`config.mk`:
```
export PLATFORM = sky130hd
export DESIGN_NAME = dmem_arbiter
export DESIGN_NICKNAME = d
export VERILOG_FILES = /design/src/rtl/dmem_arbiter.sv
export SDC_FILE = /design/constraint.sdc
export NUM_CORES = 1
export LEC_CHECK = 0
export ABC_AREA = 1
export ABC_CLOCK_PERIOD_IN_PS = 3750
export CELL_PAD_IN_SITES_DETAIL_PLACEMENT = 0
export CELL_PAD_IN_SITES_GLOBAL_PLACEMENT = 1
export CORE_UTILIZATION = 23
export DETAILED_ROUTE_END_ITERATION = 10
export PLACE_DENSITY_LB_ADDON = 0.1
export SKIP_CTS_REPAIR_TIMING = 1
export SLEW_MARGIN = 30
export SYNTH_ARGS = -nofsm -noshare
export SYNTH_HDL_FRONTEND = slang
export SYNTH_SLANG_ARGS = --single-unit
```
`constraint.sdc`:
```
create_clock -name clk -period 3.75 [get_ports clk]
set_clock_uncertainty 0.1 [all_clocks]
set_input_delay 0.75 -clock clk [delete_from_list [all_inputs] [get_ports clk]]
set_output_delay 0.75 -clock clk [all_outputs]
set_load 0.01 [all_outputs]
```
`src/rtl/dmem_arbiter.sv`:
```
// Two-port arbiter/sequencer for a 1-cycle-latency single-port data memory.
// Define DMEM_ARB_RR_EN for round-robin arbitration; otherwise port 0 has fixed priority.
module dmem_arbiter #(
  parameter int ADDR_W = 10,
  parameter int DATA_W = 32
) (
  input  logic              clk,
  input  logic              rst,
  input  logic              m0_req,
  input  logic              m0_we,
  input  logic [31:0]       m0_addr,
  input  logic [DATA_W-1:0] m0_wdata,
  output logic              m0_ready,
  output logic              m0_rsp_valid,
  output logic [DATA_W-1:0] m0_rsp_data,
  input  logic              m0_rsp_ready,
  input  logic              m1_req,
  input  logic              m1_we,
  input  logic [31:0]       m1_addr,
  input  logic [DATA_W-1:0] m1_wdata,
  output logic              m1_ready,
  output logic              m1_rsp_valid,
  output logic [DATA_W-1:0] m1_rsp_data,
  input  logic              m1_rsp_ready,
  output logic              mem_ce,
  output logic              mem_we,
  output logic [31:0]       mem_addr,
  output logic [DATA_W-1:0] mem_wdata,
  input  logic [DATA_W-1:0] mem_rdata
);

  typedef enum logic [1:0] {
    S_IDLE,
    S_ISSUE,
    S_WAIT,
    S_RESP
  } state_e;

  state_e              state_q, state_d;
  logic                owner_q, owner_d;
  logic [DATA_W-1:0]   rsp_q, rsp_d;
  logic                mem_ce_q, mem_ce_d;
  logic                mem_we_q, mem_we_d;
  logic [31:0]         mem_addr_q, mem_addr_d;
  logic [DATA_W-1:0]   mem_wdata_q, mem_wdata_d;

  logic                gnt0, gnt1;
  logic                any_req;
  logic                sel_we;
  logic [31:0]         sel_addr;
  logic [DATA_W-1:0]   sel_wdata;
  logic                own_rsp_ready;
  logic                unused_addr_bits;

  assign any_req = m0_req | m1_req;

`ifdef DMEM_ARB_RR_EN
  // rr_q remembers the last port served; reset value 1 favours port 0.
  logic rr_q, rr_d;

  assign gnt0 = m0_req & (~m1_req | rr_q);
  assign gnt1 = m1_req & ~gnt0;

  always_comb begin
    rr_d = rr_q;
    if (state_q == S_IDLE && any_req) begin
      rr_d = gnt1;
    end
  end

  always_ff @(posedge clk or posedge rst) begin
    if (rst) begin
      rr_q <= 1'b1;
    end else begin
      rr_q <= rr_d;
    end
  end
`else
  assign gnt0 = m0_req;
  assign gnt1 = m1_req & ~m0_req;
`endif

  assign sel_we    = gnt1 ? m1_we    : m0_we;
  assign sel_addr  = gnt1 ? m1_addr  : m0_addr;
  assign sel_wdata = gnt1 ? m1_wdata : m0_wdata;

  assign own_rsp_ready = owner_q ? m1_rsp_ready : m0_rsp_ready;

  assign unused_addr_bits = ^{m0_addr[31:ADDR_W+2], m0_addr[1:0],
                              m1_addr[31:ADDR_W+2], m1_addr[1:0]};

  always_ff @(posedge clk or posedge rst) begin
    if (rst) begin
      state_q     <= S_IDLE;
      owner_q     <= 1'b0;
      rsp_q       <= '0;
      mem_ce_q    <= 1'b0;
      mem_we_q    <= 1'b0;
      mem_addr_q  <= '0;
      mem_wdata_q <= '0;
    end else begin
      state_q     <= state_d;
      owner_q     <= owner_d;
      rsp_q       <= rsp_d;
      mem_ce_q    <= mem_ce_d;
      mem_we_q    <= mem_we_d;
      mem_addr_q  <= mem_addr_d;
      mem_wdata_q <= mem_wdata_d;
    end
  end

  always_comb begin
    state_d     = state_q;
    owner_d     = owner_q;
    rsp_d       = rsp_q;
    mem_ce_d    = 1'b0;
    mem_we_d    = 1'b0;
    mem_addr_d  = mem_addr_q;
    mem_wdata_d = mem_wdata_q;
    unique case (state_q)
      S_IDLE: begin
        if (any_req) begin
          state_d     = S_ISSUE;
          owner_d     = gnt1;
          mem_ce_d    = 1'b1;
          mem_we_d    = sel_we;
          // Upper address bits dropped: accesses wrap within the memory.
          mem_addr_d  = {{(32-ADDR_W){1'b0}}, sel_addr[ADDR_W+1:2]};
          mem_wdata_d = sel_wdata;
        end
      end
      S_ISSUE: begin
        state_d = S_WAIT;
      end
      S_WAIT: begin
        state_d = S_RESP;
        rsp_d   = mem_rdata;
      end
      S_RESP: begin
        if (own_rsp_ready) begin
          state_d = S_IDLE;
        end
      end
      default: begin
        state_d = S_IDLE;
      end
    endcase
  end

  always_comb begin
    m0_ready     = 1'b0;
    m1_ready     = 1'b0;
    m0_rsp_valid = 1'b0;
    m1_rsp_valid = 1'b0;
    m0_rsp_data  = '0;
    m1_rsp_data  = '0;
    if (!rst && state_q == S_IDLE) begin
      m0_ready = gnt0;
      m1_ready = gnt1;
    end
    if (state_q == S_RESP) begin
      if (owner_q) begin
        m1_rsp_valid = 1'b1;
        m1_rsp_data  = rsp_q;
      end else begin
        m0_rsp_valid = 1'b1;
        m0_rsp_data  = rsp_q;
      end
    end
  end

  assign mem_ce    = mem_ce_q;
  assign mem_we    = mem_we_q;
  assign mem_addr  = mem_addr_q;
  assign mem_wdata = mem_wdata_q;

endmodule
```
==> summary.md, run 1 <==
| Metric | Value |
|---|---|
| Unrepaired setup endpoints after global routing | `no` |
| I/O pin count | `slightly above 300` |
| P_leak | `3.250 nW` |
| IO buf count | `235` |
| DRC errors left | `0` |
| Num rows | `49` |
| Crit start category | `primary input` |
| Fin crit share | `between 80% and 90%` |
| Die X-Extent | `137.0 µm` |
| YS warnings | `0` |
| First-pass DRT Iterations | `6` |
| DRT iter0 DRCs | `roughly 150` |
| Max Cap Viol | `0` |
| Worst-Margin Slew | `~0.82 ns` |
| Most used DFF post-synth | `dfrtp_1` |
| Worst min-delay path class | `flop to flop` |
| Synthesized area | `4194 µm²` |
| Total congestion overflow | `0` |
| # H-tree levels | `3` |
| Hold WS | `0.3857 ns` |
| Cts bufs inserted | `9` |
| Sum Neg Setup Slack | `0 ns` |
| Post-DP Area | `about 6600 µm²` |
| Dominant cells by area after synthesis | `dfrtp_1 47%, nand2_1 15%, nor2_1 9.6%` |
| Post-synthesis sequential area ratio | `47.14%` |
| WL/cell | `roughly 12 µm` |
| Final Cell Area | `between 6000 and 7000 µm²` |
| Mapped Avg Cell Area | `slightly above 7 µm²` |
| CP startpoint | `m0_req` |
| Post-Syn Instances | `581` |
| Final Power | `4.623 mW` |
| Longest Clk Path Bufs | `2` |
| Gr usage total | `a little over an eighth` |
| CP max FO | `3` |
| Nets | `roughly 970` |
| Worst endpoint required time | `roughly 2.9 ns` |
| FFs w/ async S/R, synth | `100.0%` |
| Layout Area Growth over Synthesis | `65.30%` |
| CTS tree | `yes` |
| Critical Path AT | `around 2.2 ns` |
| Status | `finished clean` |
| Slew margin rel. | `approximately 45%` |
| Cells after DPL | `1019` |
| Number of global-route vias before repair | `around 3.7k` |
| Gpl congestion | `~0.76` |
| Setup WS pre-CTS | `between 0.7 and 0.8 ns` |
| Fin util | `38.73%` |
| Routed Antenna Nets | `0` |
| Clock root cell | `clkbuf_16` |
| Critical path depth | `7` |
| RR Endpoint | `mem_addr[2]` |
| Layout cells sized above 1 | `~3.6%` |
| CP Capture Type | `output port` |
| Seq cells post-synth | `79` |
| Core area | `roughly 18000 µm²` |
| CP delay by family, top | `buffers and inverters` |
| Crit path kind | `primary input to output port` |
| CP max stage cell | `clkdlybuf4s50_1` |
| CTS clock-pin slew for the worst setup and hold paths | `0.06 ns` |
| Post-synth EDFFs | `0` |
| Slowest stage delay, CP | `approximately 0.55 ns` |
| Buf+Inv Stages, Crit Path | `4` |
| Starting Density | `about a quarter` |
| Largest area contributor in the netlist | `dfrtp_1` |
| Hold Vio Cnt, Final | `0` |
| Area share of the largest cell type after synthesis | `47.14%` |
| First-pass GRT wire length | `a little under 20 mm` |
| Vias | `just over 4k` |
| Final slew viol count | `0` |
| Final setup margin | `about 0.7 ns` |
| Power density cells | `roughly 670 nW/µm²` |
| Via/cell ratio | `3.977` |
| Largest net degree at the start of global routing | `between 80 and 90` |
| Die Area | `between 15000 and 20000 µm²` |
| Reg2Reg Launch Point | `state_q[0]` |
| CP endpoint | `m1_ready` |
| R2R cell count | `7` |
| VDD IR max | `roughly 0.00022 V` |
| Die H | `between 100 and 150 µm` |
| Sink Count | `about 80` |
| # setup viols final | `0` |
| Initial antenna violation count | `0` |
| Fmax | `about 330 MHz` |
| Drt total wl | `12.75 mm` |
| Synth unique cells | `21` |
| Non-filler cells, final | `roughly 1.0k` |
| ANT cells | `0` |
| Crit path cell chain | `clkdlybuf4s50_1 > inv_1 > nand2_2 > inv_1 > nand2_1 > nor2_1 > clkdlybuf4s50_1` |
| Clk Latency, worst-skew pair | `0.34 ns` |
| Tmin final | `3.041 ns` |
| Hpwl dp | `around 9 mm` |
| Setup slack, reg-to-reg | `1.66 ns` |
-- final cells by class --
type                            count  area [µm²]
Multi-Input combinational cell    387        1615
Clock buffer                       11       252.7
Sequential cell                    79        1977
Clock inverter                      5       80.08
Fill cell                        1837       10970
Timing Repair Buffer              240        2402
Inverter                           84       319.1
Tap cell                          229       286.5
-- Yosys cell counts, types with 3 or more instances --
cell type	count
inv_1	82
o21ai_1	40
clkbuf_1	7
buf_6	9
dfrtp_1	79
nand2_1	171
buf_4	27
o21ai_0	35
nand3_1	3
buf_2	9
ha_1	3
nor2_1	107
-- layer usage --
layer | up-vias | track usage (%) | part of all wire [%]
met3 | 14 | 5.074 | 9.7
li1 | 2117 | - | -
met1 | 1831 | 16.54 | 43
met5 | - | 0 | 0
met4 | 0 | 4.945 | 1.4
met2 | 154 | 21.69 | 45
-- registers in the layout, indices dropped and copies added (netlist names) --
| register | flops |
|---|---|
| mem_addr | 10 |
| rsp_q | 32 |
| owner_q | 1 |
| state_q | 2 |
| mem_wdata | 32 |
| mem_ce | 1 |
| mem_we | 1 |
-- cells in the final DEF, fill, tap and decap left out, drive strengths merged --
master	n
a21oi	1
buf	5
bufinv	2
clkbuf	11
clkdlybuf4s50	235
clkinv	2
clkinvlp	2
conb	22
dfrtp	79
ha	3
inv	83
nand2	172
nand3	3
nor2	109
nor3	1
o21ai	75
or2	1
-- power breakdown --
group	switching (mW)	total, mW	internal, mW
Sequential	0.178	1.46	1.28
Clock	0.352	0.970	0.618
Combinational	1.15	2.20	1.04
Total	1.68	4.62	2.94
-- cell families (layout without fill, tap and decap cells) --
group	count (synthesis)	in the layout	synth area share, %
buf+inv	136	340	16.53
other cells	1	22	0.08941
fa+ha+maj	3	3	0.8951
simple gates	286	286	26.28
compound gates	76	76	9.069
flops	79	79	47.14
-- how the worst min path moves through the flow --
| stage | startpoint | end | slack [ns] | cells after the start |
|---|---|---|---|---|
| floorplan | state_q[0] | state_q[0] | 0.37 | 2 |
| global route | mem_wdata[31] | mem_wdata[31] | 0.42 | 2 |
| detailed placement | mem_wdata[17] | mem_wdata[17] | 0.38 | 2 |
| finish | mem_wdata[17] | mem_wdata[17] | 0.39 | 2 |
| global placement | mem_wdata[22] | mem_wdata[22] | 0.37 | 2 |
| CTS | mem_addr[0] | mem_addr[0] | 0.39 | 2 |
-- tightest hold or removal path, stage by stage, from the launching register on --
cell,delay [ns]
dfrtp_1,0.34
nand2_1,0.05
o21ai_1,0.06
Note: power is estimated with default switching activity, not from simulation.
==> inputs of run 2 (changes only) <==
--- a/config.mk
+++ b/config.mk
@@ -6,7 +6,7 @@
 export NUM_CORES = 1
 export LEC_CHECK = 0
 export ABC_AREA = 1
-export ABC_CLOCK_PERIOD_IN_PS = 3750
+export ABC_CLOCK_PERIOD_IN_PS = 3090
 export CELL_PAD_IN_SITES_DETAIL_PLACEMENT = 0
 export CELL_PAD_IN_SITES_GLOBAL_PLACEMENT = 1
 export CORE_UTILIZATION = 23
==> constraint.sdc (replaced) <==
create_clock -name clk -period 3.09 [get_ports clk]
set_clock_uncertainty 0.1 [all_clocks]
set_input_delay 0.618 -clock clk [delete_from_list [all_inputs] [get_ports clk]]
set_output_delay 0.618 -clock clk [all_outputs]
set_load 0.01 [all_outputs]
==> summary.md, run 2 (synthesis gave the netlist of run 1 again) <==
| Metric | Value |
|---|---|
| Commonest non-fill, non-tap cell in the layout | `clkdlybuf4s50_1` |
| Routed Antenna Nets | `0 (unchanged)` |
| Gr usage total | `13.99% (+0.43 points)` |
| CTS tree | `yes` |
| Nets | `973 (+0.10%)` |
| First-pass GRT wire length | `19.98 mm (+3.5%)` |
| Longest Clk Path Bufs | `2 (unchanged)` |
| Fmax | `roughly 360 MHz` |
| Die Area | `18780 µm² (unchanged)` |
| Final Cell Area | `6912 µm² (-0.31%)` |
| CP Capture Type | `output port` |
| Vias | `4174 (+1.4%)` |
| Leading cell types in the layout, fill and taps excluded | `235 x clkdlybuf4s50_1, 171 x nand2_1, 107 x nor2_1` |
| IO buf count | `235 (unchanged)` |
| Die H | `137.0 µm (unchanged)` |
| CP startpoint | `m0_req` |
| DRC errors left | `0 (unchanged)` |
| CP max FO | `3 (unchanged)` |
| Post-DP Area | `6598 µm² (about the same)` |
| Hold WS | `0.3867 ns (+0.001082 ns)` |
| CP max stage cell | `clkdlybuf4s50_1` |
| Final Power | `5.571 mW (+20%)` |
| Worst endpoint required time | `2.37 ns (-0.53 ns)` |
| Drt total wl | `13.02 mm (+2.1%)` |
| Layout cells sized above 1 | `3.594% (-0.0045 points)` |
| Crit start category | `primary input` |
| Non-filler cells, final | `1036 (+0.097%)` |
| I/O pin count | `302 (unchanged)` |
| Max Cap Viol | `0 (unchanged)` |
| Final slew viol count | `0 (unchanged)` |
| Reg2Reg Launch Point | `state_q[0]` |
| Gpl congestion | `0.7309 (-3.5%)` |
| Tmin final | `between 2 and 3 ns` |
| Fin crit share | `between 80% and 90%` |
| Num rows | `49 (unchanged)` |
| Cts bufs inserted | `9 (unchanged)` |
| Crit path kind | `primary input to output port` |
| Sink Count | `79 (unchanged)` |
| Worst min-delay path class | `flop to flop` |
| Worst-Margin Slew | `0.8244 ns (+0.003903 ns)` |
| Status | `finished clean` |
| Clock root cell | `clkbuf_16` |
| DRT iter0 DRCs | `119 (-19%)` |
| Setup WS pre-CTS | `0.3483 ns (-0.3800 ns)` |
| Core area | `17900 µm² (unchanged)` |
| Final setup margin | `0.3336 ns (-0.3752 ns)` |
| Slew margin rel. | `45.04% (-0.26 points)` |
| HP Start | `mem_wdata[11]` |
| CTS clock-pin slew for the worst setup and hold paths | `0.06 ns (about the same)` |
| # H-tree levels | `3 (unchanged)` |
| Fillers | `1852 (+0.82%)` |
| Number of global-route vias before repair | `3894 (+4.1%)` |
| Critical Path AT | `2.04 ns (-0.15 ns)` |
| ANT cells | `0 (unchanged)` |
| Hold Vio Cnt, Final | `0 (unchanged)` |
| Clk Latency, worst-skew pair | `0.33 ns (about the same)` |
| Total congestion overflow | `0 (unchanged)` |
| Layout Area Growth over Synthesis | `64.80%` |
| P_leak | `3.245 nW (-0.18%)` |
| Sum Neg Setup Slack | `0 ns (unchanged)` |
| Cells after DPL | `1020 (+0.098%)` |
| Starting Density | `23.43% (unchanged)` |
| First-pass DRT Iterations | `4 (-2)` |
| WL/cell | `12.57 µm (+2.0%)` |
| VDD IR max | `0.0003227 V (+44%)` |
| Die X-Extent | `137.0 µm (unchanged)` |
| Slowest stage delay, CP | `0.54 ns (about the same)` |
| Hpwl dp | `9.306 mm (+3.1%)` |
| Largest net degree at the start of global routing | `85 (unchanged)` |
| Via/cell ratio | `4.029 (+1.3%)` |
| Power density cells | `806.0 nW/µm² (+21%)` |
| Unrepaired setup endpoints after global routing | `no` |
| # setup viols final | `0 (unchanged)` |
| Fin util | `38.61% (-0.12 points)` |
| Initial antenna violation count | `1 (+1)` |
| Crit path cell chain | `clkdlybuf4s50_1 > inv_1 > nand2_2 > inv_1 > nand2_1 > nor2_1 > clkdlybuf4s50_1` |
run 2: report_power, final:
part           switching, mW  total [mW]  internal [mW]
Sequential             0.213        1.76           1.55
Clock                  0.431        1.14          0.705
Combinational           1.41        2.67           1.26
Total                   2.05        5.57           3.52
run 2: worst paths after layout:
path                                 endpoint  slack (ns)  depth (start not counted)
worst min register to register  mem_wdata[11]        0.39                          2
min in group asynchronous         mem_addr[2]        0.59                          2
max in group asynchronous        mem_wdata[6]        1.61                          3
worst max register to register    mem_addr[4]        1.12                          7
worst min-delay path            mem_wdata[11]        0.39                          2
worst max-delay path                 m1_ready        0.33                          7
run 2: cell type report:
cell class	instances	area (µm²)	area share [%]
clock buffers	10	229.0	3.313
clock inverters	6	85.08	1.231
inverters	84	319.1	4.616
multi-input cells	387	1605	23.23
flip-flops and latches	79	1977	28.60
well taps	229	286.5	4.146
repair buffers	241	2410	34.87
run 2: critical path: cells and delay by family:
| family | cells | cell delay, ns |
|---|---|---|
| AND/OR/NAND/NOR | 3 | 0.25 |
| buffers and inverters | 4 | 1.17 |
run 2: metal layers:
| layer | GRT usage (%) | up-vias | part of all wire (%) |
|---|---|---|---|
| met2 | 22.73 | 158 | 46 |
| met3 | 6.259 | 16 | 10 |
| met1 | 16.45 | 1874 | 42 |
| li1 | - | 2124 | - |
| met5 | 0 | - | 0.10 |
| met4 | 4.274 | 2 | 1.4 |
==> inputs of run 3 (changes only) <==
--- a/config.mk
+++ b/config.mk
@@ -6,10 +6,10 @@
 export NUM_CORES = 1
 export LEC_CHECK = 0
 export ABC_AREA = 1
-export ABC_CLOCK_PERIOD_IN_PS = 3090
+export ABC_CLOCK_PERIOD_IN_PS = 2220
 export CELL_PAD_IN_SITES_DETAIL_PLACEMENT = 0
 export CELL_PAD_IN_SITES_GLOBAL_PLACEMENT = 1
-export CORE_UTILIZATION = 23
+export CORE_UTILIZATION = 21
 export DETAILED_ROUTE_END_ITERATION = 10
 export PLACE_DENSITY_LB_ADDON = 0.1
 export SKIP_CTS_REPAIR_TIMING = 1
==> constraint.sdc (replaced) <==
create_clock -name clk -period 2.22 [get_ports clk]
set_clock_uncertainty 0.1 [all_clocks]
set_input_delay 0.444 -clock clk [delete_from_list [all_inputs] [get_ports clk]]
set_output_delay 0.444 -clock clk [all_outputs]
set_load 0.01 [all_outputs]
==> summary.md, run 3 (synthesis gave the netlist of run 1 again) <==
| Metric | Value |
|---|---|
| Number of global-route vias before repair | `4142 (+6.4%)` |
| Die H | `143.3 µm (+4.6%)` |
| Worst min-delay path class | `flop to flop` |
| Max layer used | `met4` |
| Clk Latency, worst-skew pair | `0.33 ns (about the same)` |
| CP Capture Type | `output port` |
| IO buf count | `235 (unchanged)` |
| Cells after DPL | `1063 (+4.2%)` |
| Layout cells sized above 1 | `5.141% (+1.5 points)` |
| Hold Vio Cnt, Final | `0 (unchanged)` |
| CTS clock-pin slew for the worst setup and hold paths | `0.06 ns (about the same)` |
| Max Cap Viol | `0 (unchanged)` |
| Via/cell ratio | `3.921 (-2.7%)` |
| Setup slack, reg-to-reg | `0.40 ns (-0.72 ns)` |
| Gr usage total | `13.43% (-0.56 points)` |
| Largest net degree at the start of global routing | `85 (unchanged)` |
| Reg2Reg Launch Point | `state_q[0]` |
| RR Endpoint | `mem_addr[2]` |
| Nets | `983 (+1.0%)` |
| Slew margin rel. | `45.53% (+0.49 points)` |
| Die X-Extent | `143.3 µm (+4.6%)` |
| Buf+Inv Stages, Crit Path | `4 (unchanged)` |
| Final setup margin | `0.09918 ns (-0.2345 ns)` |
| Layout Area Growth over Synthesis | `73.51%` |
| Setup WS pre-CTS | `-0.09937 ns (-0.4477 ns)` |
| Drt total wl | `13.78 mm (+5.8%)` |
| CP max FO | `4 (+1)` |
| VDD IR max | `0.0003731 V (+16%)` |
| Starting Density | `21.48% (-1.9 points)` |
| # setup viols final | `0 (unchanged)` |
| Slowest stage delay, CP | `0.38 ns (-0.16 ns)` |
| DRC errors left | `0 (unchanged)` |
| CP startpoint | `state_q[0]` |
| Num rows | `51 (+4.1%)` |
| Sink Count | `79 (unchanged)` |
| Critical Path AT | `1.58 ns (-0.46 ns)` |
| Worst-Margin Slew | `0.8171 ns (-0.007289 ns)` |
| CP max stage cell | `dfrtp_1` |
| DR WL met3 | `1.372 mm (+1.1%)` |
| Non-filler cells, final | `1082 (+4.4%)` |
| Final Cell Area | `7277 µm² (+5.3%)` |
| P_leak | `4.542 nW (+40%)` |
| CP endpoint | `m0_ready` |
| Unrepaired setup endpoints after global routing | `no` |
| R2R cell count | `9 (+2)` |
| Longest Clk Path Bufs | `2 (unchanged)` |
| # H-tree levels | `3 (unchanged)` |
| Crit path kind | `flop to output port` |
| First-pass DRT Iterations | `4 (unchanged)` |
| Core area | `19530 µm² (+9.1%)` |
| Post-DP Area | `6760 µm² (+2.5%)` |
| Hpwl dp | `9.349 mm (+0.47%)` |
| Die Area | `20540 µm² (+9.4%)` |
| CTS tree | `yes` |
| Cts bufs inserted | `9 (unchanged)` |
| Tmin final | `between 2 and 2.5 ns` |
| Fin crit share | `a little over nine tenths` |
| Total congestion overflow | `0 (unchanged)` |
| Initial antenna violation count | `0 (-1)` |
| Vias | `4243 (+1.7%)` |
| Met1 Wirelength | `5.964 mm (+8.9%)` |
| Critical path depth | `6 (-1)` |
| Crit start category | `flop` |
| CP delay by family, top | `buffers and inverters` |
| I/O pin count | `302 (unchanged)` |
| Crit path cell chain | `buf_4 > inv_1 > ha_2 > inv_2 > nor3_1 > dlymetal6s2s_1` |
| Final slew viol count | `0 (unchanged)` |
| WL/cell | `12.73 µm (+1.3%)` |
| Worst endpoint required time | `1.68 ns (-0.69 ns)` |
| Leading cell types in the layout, fill and taps excluded | `170 x nand2_1, 167 x clkdlybuf4s50_1, 107 x nor2_1` |
| Met2 WL | `6.225 mm (+4.1%)` |
| Power density cells | `1079 nW/µm² (+34%)` |
| Gpl congestion | `0.7439 (+1.8%)` |
| ANT cells | `0 (unchanged)` |
| Fmax | `around 470 MHz` |
| Clock root cell | `clkbuf_16` |
| Fillers | `2051 (+11%)` |
| Status | `finished clean` |
| Hold WS | `0.3844 ns (-0.002357 ns)` |
| Commonest non-fill, non-tap cell in the layout | `nand2_1` |
| DRT iter0 DRCs | `92 (-23%)` |
| First-pass GRT wire length | `21.19 mm (+6.1%)` |
| Routed Antenna Nets | `0 (unchanged)` |
## run 3: cell count changes in the layout (fill, tap and decap cells not counted), moves of 2 or more
cell / before / now
ha_1: 2 / 0
clkdlybuf4s50_1: 235 / 167
buf_12: 1 / 6
ha_2: 1 / 3
dlymetal6s2s_1: 0 / 68
buf_4: 5 / 9
## run 3: power breakdown
group	total (mW)	switching, mW	internal, mW
Combinational	3.88	2.01	1.87
Sequential	2.45	0.290	2.16
Clock	1.52	0.619	0.903
## run 3: worst register-to-register path: cells and delay by family, from the launching register on
family                     cells  cell delay, ns
AOI/OAI and AO/OA              1            0.14
adders and majority gates      1            0.24
buffers and inverters          5            0.68
DFF                            1            0.38
and+or+nand+nor                2            0.22
## run 3: final cells by class
type / instances / area [µm²] / share of cell area, %
Tap cell: 265 / 331.6 / 4.556
Timing Repair Buffer: 251 / 2735 / 37.59
Sequential cell: 79 / 1977 / 27.17
Inverter: 84 / 321.6 / 4.419
Clock buffer: 11 / 242.7 / 3.336
Multi-Input combinational cell: 387 / 1613 / 22.16
Clock inverter: 5 / 56.30 / 0.7737
## run 3: how the worst min path moves through the flow
stage                     slack (ns)  depth (start not counted)           from            end
after global routing            0.42                          2  mem_wdata[23]  mem_wdata[23]
final                           0.38                          2  mem_wdata[17]  mem_wdata[17]
after detailed placement        0.38                          2  mem_wdata[11]  mem_wdata[11]
after CTS                       0.39                          2  mem_wdata[17]  mem_wdata[17]
after floorplan                 0.37                          2     state_q[0]     state_q[0]
after global placement          0.37                          2    mem_addr[2]    mem_addr[2]
## run 3: routing by layer
layer	vias to the layer above	global-route usage [%]
met5	-	0
met4	0	5.319
met3	13	5.265
met2	154	21.72
met1	1934	15.95
li1	2142	-
## run 3: through the flow
stage	utilization (%)	total power [mW]	setup TNS [ns]
6_report	37.27	7.849	0
5_1_grt	37.27	8.515	0
4_1_cts	36.15	8.031	-15.48
3_5_place_dp	34.62	6.423	-1.001
3_3_place_gp	34.62	6.350	-0.1443
2_1_floorplan	-	4.461	0
